## src/rtl/tx_rem_symbol_pack.sv

```systemverilog
// tx_rem_symbol_pack
// Packs the serial transform-precoder output (one complex sample per cycle)
// into 12-subcarrier symbol vectors for the resource-element mapper, and
// inserts the DMRS pilot vector at PILOT_SYM within every slot. Output is a
// valid/ready stream with one vector per SC-FDMA symbol; slots run back to
// back after a single i_start.
// Optional feature macro: REM_PACK_SYM_CNT_EN adds o_sym_cnt, a 16-bit count
// of output transfers since reset.
module tx_rem_symbol_pack #(
  parameter int DATA_WIDTH   = 16,
  parameter int SYM_PER_SLOT = 7,
  parameter int PILOT_SYM    = 3
) (
  input  logic                    i_clk,
  input  logic                    i_rst_n,
  input  logic                    i_start,
  input  logic                    i_valid,
  output logic                    o_ready,
  input  logic [2*DATA_WIDTH-1:0]  i_data,
  input  logic [24*DATA_WIDTH-1:0] i_pilot_seq,
  output logic                    o_valid,
  input  logic                    i_ready,
  output logic [24*DATA_WIDTH-1:0] o_data,
  output logic                    o_pilot,
  output logic [2:0]              o_sym_idx
`ifdef REM_PACK_SYM_CNT_EN
  ,
  output logic [15:0]             o_sym_cnt
`endif
);

  localparam logic [2:0] LP_LAST_SYM  = 3'(SYM_PER_SLOT - 1);
  localparam logic [2:0] LP_PILOT_SYM = 3'(PILOT_SYM);
  localparam logic [3:0] LP_LAST_SC   = 4'd11;

  typedef enum logic [1:0] {
    S_IDLE,
    S_FILL,
    S_FULL,
    S_PILOT
  } state_t;

  state_t                                 r_state;
  state_t                                 w_state_nxt;
  logic [11:0][2*DATA_WIDTH-1:0]          r_fill_buf;
  logic [3:0]                             r_sc_cnt;
  logic [2:0]                             r_sym_idx;
  logic [2:0]                             w_sym_nxt;
  logic                                   r_valid;
  logic                                   r_pilot;
  logic [2:0]                             r_out_idx;
  logic [24*DATA_WIDTH-1:0]               r_data;
  logic                                   w_slot_free;
  logic                                   w_in_xfer;
  logic                                   w_out_xfer;

  // The output register may be (re)loaded when empty or being drained now.
  assign w_slot_free = !r_valid || i_ready;
  assign o_ready     = (r_state == S_FILL) && !i_start;
  assign w_in_xfer   = i_valid && o_ready;
  assign w_out_xfer  = r_valid && i_ready;
  assign w_sym_nxt   = (r_sym_idx == LP_LAST_SYM) ? 3'd0 : r_sym_idx + 3'd1;

  assign o_valid   = r_valid;
  assign o_pilot   = r_pilot;
  assign o_sym_idx = r_out_idx;
  assign o_data    = r_data;

  // State register.
  always_ff @(posedge i_clk or negedge i_rst_n) begin
    if (!i_rst_n) begin
      r_state <= S_IDLE;
    end else begin
      r_state <= w_state_nxt;
    end
  end

  // Next-state logic; i_start overrides every other event.
  always_comb begin
    // NOTE: default first so every path assigns w_state_nxt and no latch is inferred.
    w_state_nxt = r_state;
    if (i_start) begin
      w_state_nxt = (LP_PILOT_SYM == 3'd0) ? S_PILOT : S_FILL;
    end else begin
      case (r_state)
        S_FILL:  if (w_in_xfer && (r_sc_cnt == LP_LAST_SC)) w_state_nxt = S_FULL;
        S_FULL:  if (w_slot_free) w_state_nxt = (w_sym_nxt == LP_PILOT_SYM) ? S_PILOT : S_FILL;
        S_PILOT: if (w_slot_free) w_state_nxt = S_FILL;
        default: w_state_nxt = r_state;
      endcase
    end
  end

  // Fill buffer, counters and output register.
  always_ff @(posedge i_clk or negedge i_rst_n) begin
    if (!i_rst_n) begin
      // NOTE: the fill buffer is small and must read as zero after reset, so it is reset like any register.
      r_fill_buf <= '0;
      r_sc_cnt   <= '0;
      r_sym_idx  <= '0;
      r_valid    <= 1'b0;
      r_pilot    <= 1'b0;
      r_out_idx  <= '0;
      r_data     <= '0;
    end else if (i_start) begin
      r_sc_cnt  <= '0;
      r_sym_idx <= '0;
      r_valid   <= 1'b0;
    end else begin
      // NOTE: non-blocking; a later load in this block overrides this drain clear (last assignment wins).
      if (w_out_xfer) r_valid <= 1'b0;

      if ((r_state == S_FILL) && w_in_xfer) begin
        r_fill_buf[r_sc_cnt] <= i_data;
        r_sc_cnt             <= (r_sc_cnt == LP_LAST_SC) ? 4'd0 : r_sc_cnt + 4'd1;
      end

      if ((r_state == S_FULL) && w_slot_free) begin
        r_data    <= r_fill_buf;
        r_pilot   <= 1'b0;
        r_out_idx <= r_sym_idx;
        r_valid   <= 1'b1;
        r_sym_idx <= w_sym_nxt;
      end

      if ((r_state == S_PILOT) && w_slot_free) begin
        r_data    <= i_pilot_seq;
        r_pilot   <= 1'b1;
        r_out_idx <= r_sym_idx;
        r_valid   <= 1'b1;
        r_sym_idx <= w_sym_nxt;
      end
    end
  end

`ifdef REM_PACK_SYM_CNT_EN
  logic [15:0] r_sym_cnt;

  // Output-transfer counter; only reset clears it, wraps naturally at 16 bits.
  always_ff @(posedge i_clk or negedge i_rst_n) begin
    if (!i_rst_n) begin
      r_sym_cnt <= '0;
    end else if (w_out_xfer) begin
      r_sym_cnt <= r_sym_cnt + 16'd1;
    end
  end

  assign o_sym_cnt = r_sym_cnt;
`endif

endmodule

```

## config.mk

```make
export PLATFORM = sky130hd
export DESIGN_NAME = tx_rem_symbol_pack
export DESIGN_NICKNAME = d
export VERILOG_FILES = /design/src/rtl/tx_rem_symbol_pack.sv
export SDC_FILE = /design/constraint.sdc
export NUM_CORES = 1
export LEC_CHECK = 0
export ABC_AREA = 1
export BUFFER_PORTS_ARGS = -buffer_cell sky130_fd_sc_hd__buf_2
export CORE_AREA = 2 2 313 315
export DETAILED_ROUTE_END_ITERATION = 10
export DIE_AREA = 0 0 315 317
export GPL_TIMING_DRIVEN = 0
export PLACE_DENSITY = 0.56
export SLEW_MARGIN = 20
export SYNTH_ARGS = -nofsm -noshare
export SYNTH_HDL_FRONTEND = slang
export SYNTH_SLANG_ARGS = --single-unit
export TNS_END_PERCENT = 100
```

## constraint.sdc

```tcl
create_clock -name i_clk -period 2.3 [get_ports i_clk]
set_input_delay 0.46 -clock i_clk [delete_from_list [all_inputs] [get_ports i_clk]]
set_output_delay 0.46 -clock i_clk [all_outputs]
set_load 0.01 [all_outputs]
```

=== Word-level counts from Yosys, hierarchy flattened ===
Cells that the tools add are included.

* Memory bits (read-only): 0
* Memories: 0
* Register bits: 782
* Bits in writable memories: 0
* Word-level logic and storage cells: 78
* Input bits: 421
* Latch bits: 0

* Reduce and logical (&&, ||, !) cells: 19
* Eq/ne operators: 9
* Bitwise logic cells: 1
* Multiply operators: 0
* Muxes and demuxes: 26
* Magnitude comparators: 2
* Add/subtract/negate cells: 2
* Divide/modulo/power cells: 0
* Shift-type cells: 0

{| class="wikitable"
|+ Operators by type and width
! kind !! number
|-
| $mux 384 || 2
|-
| $bwmux 384 || 1
|-
| $demux 32 s4 || 1
|-
| $mux 32 || 1
|-
| $mux 3 || 6
|-
| $mux 4 || 3
|-
| $mux 2 || 5
|-
| $ne 3x3->1 const B || 3
|-
| $logic_and 1x1->1 || 8
|-
| $reduce_bool 4->1 || 2
|-
| $mux 1 || 6
|-
| $pmux 2 s3 || 1
|-
| $lt 4x5->1 const B || 1
|-
| $add 4x1->4 const B || 1
|-
| $eq 2x2->1 const B || 2
|-
| $eq 4x4->1 const B || 1
|-
| $ge 4x1->1 const B || 1
|-
| $reduce_and 2->1 || 2
|-
| $reduce_and 4->1 || 1
|-
| $reduce_bool 2->1 || 2
|-
| $add 3x1->3 const B || 1
|-
| $eq 3x2->1 const B || 1
|-
| $eq 3x3->1 const B || 1
|-
| $reduce_bool 3->1 || 1
|-
| 4 further kinds || 5
|}

=== Logic depth before layout (Yosys ltp) ===
* Depth in word-level cells: 7
* Depth in mapped cells: 9
* Gate-level depth less buffers: 7

=== Least setup slack after synthesis ===
OpenSTA, ideal clock, no wires.

* Path type: reg2out
* From: register r_state[0]
* To: output o_ready
* Data required time: 1,840 ps
* Path slack: 493 ps
* Buffers on the path: 3
* Stages on the path, launching flop included: 6
* Data arrival time: 1,347 ps
* Path through: dfrtp_1 buf_2 buf_1 clkbuf_1 nand2_1 nor2_1

* Cells in the longest elaborated chain, start to end: 2

{| class="wikitable"
|+ RTL lines
! item !! line !! RTL
|-
| from (decl) || 43 || <nowiki>state_t r_state;</nowiki>
|-
| from (signal assigned) || 74 || <nowiki>r_state <= w_state_nxt;</nowiki>
|-
| $eq 2x1->1 || 59 || <nowiki>assign o_ready = (r_state == S_FILL) && !i_start;</nowiki>
|-
| $logic_and 1x1->1 || 59 ||
|-
| to (decl) || 18 || <nowiki>output logic o_ready,</nowiki>
|}

No other way between the ends.

=== Worst setup path in the final report ===
Ends and elaborated chain as after synthesis.

==> results.json <==
{
  "fin_nets": 5981,
  "p_seq_share_pct": 44.5,
  "fin_setup_tns_ps": 0,
  "wirelength_um": 143000,
  "setup_viol": 0,
  "hold_ws_ps": -264,
  "relSlewSlack_pct": 46.4,
  "hpwl_um": 106000,
  "cp_data_required_time_ps": 1840,
  "cp_top_family": "buffers and inverters",
  "intPower_mw": 25.2,
  "mostFrequentLayoutCells": "nand2_1 (1,957), buf_2 (879), dfrtp_1 (782)",
  "power.leakage_nw": 27.3,
  "placed_area_um2": 41600,
  "fin_skew_ps": 25.9,
  "crit_chain": "buf_12 -> buf_12 -> clkbuf_16 -> nand2_2 -> nor2_2 -> buf_6",
  "powerDensity_nw_per_um2": 768,
  "max-vdd-ir-drop_uv": 625,
  "antenna_found_initial": 35,
  "clock_path_buffers": 3,
  "hold_buffers": 4,
  "path_max_fanout": 10,
  "yosysSeqAreaShare_pct": 55.7,
  "fin_crit_ps": 2230,
  "via_per_inst": 4.76,
  "hold_class": "input pin to async pin",
  "vias": 33000,
  "synth.net_count": 5042,
  "violations": "hold timing",
  "antenna_left": 0,
  "tritoncts_num_sinks": 782,
  "start_util_pct": 36.5,
  "grt_max_degree": 129,
  "cap_violations": 0,
  "drive_gt1_share_pct": 20.1,
  "worst-setup-path-type": "flip-flop to primary output",
  "gp_congestion": 0.901,
  "rows": 114,
  "p_switching_mw": 9.32,
  "p_sw_share_pct": 27.0,
  "io_buffers": 809,
  "slowest_delay_ps": 410,
  "grtUsageTotal_pct": 27.9,
  "fmaxAchievable_mhz": 449,
  "clock_power_share_pct": 43.5,
  "chipWidth_um": 315,
  "io_pins": 811,
  "fill_cells": 9884,
  "post_drt_wl_per_cell_um": 20.7,
  "postSynthCellCount": 4617,
  "grt_pass1_wl_um": 205000,
  "end_kind": "primary output",
  "netlist_area_um2": 35200,
  "finalHoldViolations": 90,
  "first_global_vias": 31800,
  "slew_violations": 0,
  "drt_iter0_drc": 2948,
  "dieArea_um2": 99900,
  "cpMostUsedCell": "buf_12",
  "cts.htree.levels": 3,
  "drtPass1Iterations": 5,
  "final_cell_area_um2": 44900,
  "cp_num_buf_inv": 4,
  "power.total_mw": 34.5,
  "drc": 0,
  "insertion_delay_ps": 680,
  "grt_overflow_total": 0,
  "min_period_over_period_pct": 96.8,
  "syn_area_per_cell_um2": 7.62,
  "path_clk_slew_ps": 60,
  "cp.arrival_ps": 1770,
  "placeableCoreArea_um2": 96300,
  "yosysUniqueCellTypes": 18,
  "synth_seq_cells": 782,
  "slowest_stage": "dfrtp_1",
  "die_h_um": 317,
  "final_common_cell": "nand2_1",
  "cts_root_buffer": "clkbuf_16",
  "share_comb_of_total_power_pct": 12.0,
  "cts_tree": "done",
  "numCtsBuffers": 91,
  "ys_warn_count": 0,
  "tightestPinTransition_ps": 803,
  "start_kind": "flip-flop",
  "area_delta_synth_final_pct": 27.7,
  "outcome": "complete, but fails checks"
}
-- per-stage QoR --
stage               setup WS, ps  cells  util, %
finish                      74.2   6927     46.6
global route              -0.440   6921     46.6
CTS                        -33.0   6904     46.5
detailed placement         -1100   6729     43.2
global placement          -17140   6702     42.4
floorplan                    493   4617        -
-- synthesized netlist by cell type --
master    number  area [um2]
inv_1        781        2930
inv_2          1        3.75
ha_1           4        50.1
nand2_1     1958        7350
nand3_1      389        1950
nand4_1        4        25.0
a21oi_1        2        10.0
clkbuf_1     192         721
nor2_4         5        56.3
nor2_1        10        37.5
buf_4          1        7.51
dfrtp_1      782       19600
nand3_4        1        17.5
nor2_2         8        50.1
buf_1          8        30.0
buf_2         75         375
o21ai_1       10        50.1
o21ai_0      386        1930
-- logic make-up (layout without fill, tap and decap cells) --
family,after synthesis,in the layout,share of synthesized area (%)
and+or+nand+nor,2375,2375,27.0
buffers and inverters,1058,2073,11.6
DFF,782,782,55.7
AOI/OAI and AO/OA,398,398,5.66
adders and majority gates,4,4,0.142
other,0,19,0
-- repair_timing --
| action | 4_1_cts | 5_1_grt |
|---|---|---|
| setup endpoints to repair | 397 | 122 |
| setup buffers | 3 | 3 |
| hold endpoints to repair | 95 | 90 |
| pin swaps | 0 | 0 |
| gates cloned | 0 | 1 |
| gates resized for setup | 31 | 20 |
-- layer usage --
layer | vias up | global-route usage (%) | wire length, um | part of all wire (%)
met5 | - | 0 | 142 | 0.099
met4 | 22 | 9.29 | 4380 | 3.1
met3 | 226 | 6.81 | 13100 | 9.2
met2 | 1276 | 45.4 | 67000 | 47
met1 | 15800 | 36.6 | 58600 | 41
li1 | 15700 | - | - | -
-- final cells by class --
type                       instances  area [um2]  area share, %
sequential                       782       19600           43.6
multi-input combinational       2777       11600           25.7
timing repair buffer             847        4890           10.9
inverter                         782        2940           6.54
clock buffer                     135        2660           5.91
tap                             1276        1600           3.56
buffer                           275        1250           2.79
clock inverter                    34         408          0.908
antenna                           19        47.5          0.106
-- final timing paths --
path,endpoint,cells past startpoint,start,slack (ps)
hold / removal,o_data[328]$_DFFE_PN0P_,1,i_rst_n,-260
max in group asynchronous,r_fill_buf[29]$_DFFE_PN0P_,4,i_rst_n,510
setup / recovery,o_ready,6,r_state[0]$_DFFE_PN0P_,70
min in group i_clk,r_fill_buf[57]$_DFFE_PN0P_,3,i_data[25],50
setup reg to reg,o_data[98]$_DFFE_PN0P_,8,o_valid$_DFFE_PN0P_,120
hold reg to reg,o_data[328]$_DFFE_PN0P_,2,o_data[328]$_DFFE_PN0P_,470
-- sequential cells by signal, indices dropped and copies added (netlist names) --
signal,flops
o_pilot,1
o_valid,1
r_fill_buf,384
r_sc_cnt,4
r_state,2
o_sym_idx,3
r_sym_idx,3
o_data,384
-- power groups by stage --
| stage | clock network [mW] | registers, mW | logic (mW) |
|---|---|---|---|
| floorplan | 0 | 15.5 | 2.07 |
| global placement | 0 | 15.6 | 3.88 |
| detailed placement | 0 | 15.6 | 4.07 |
| CTS | 15.2 | 15.3 | 4.13 |
| global route | 15.8 | 15.5 | 4.64 |
| finish | 15.0 | 15.4 | 4.14 |
Power figures use the tool's default switching activity.
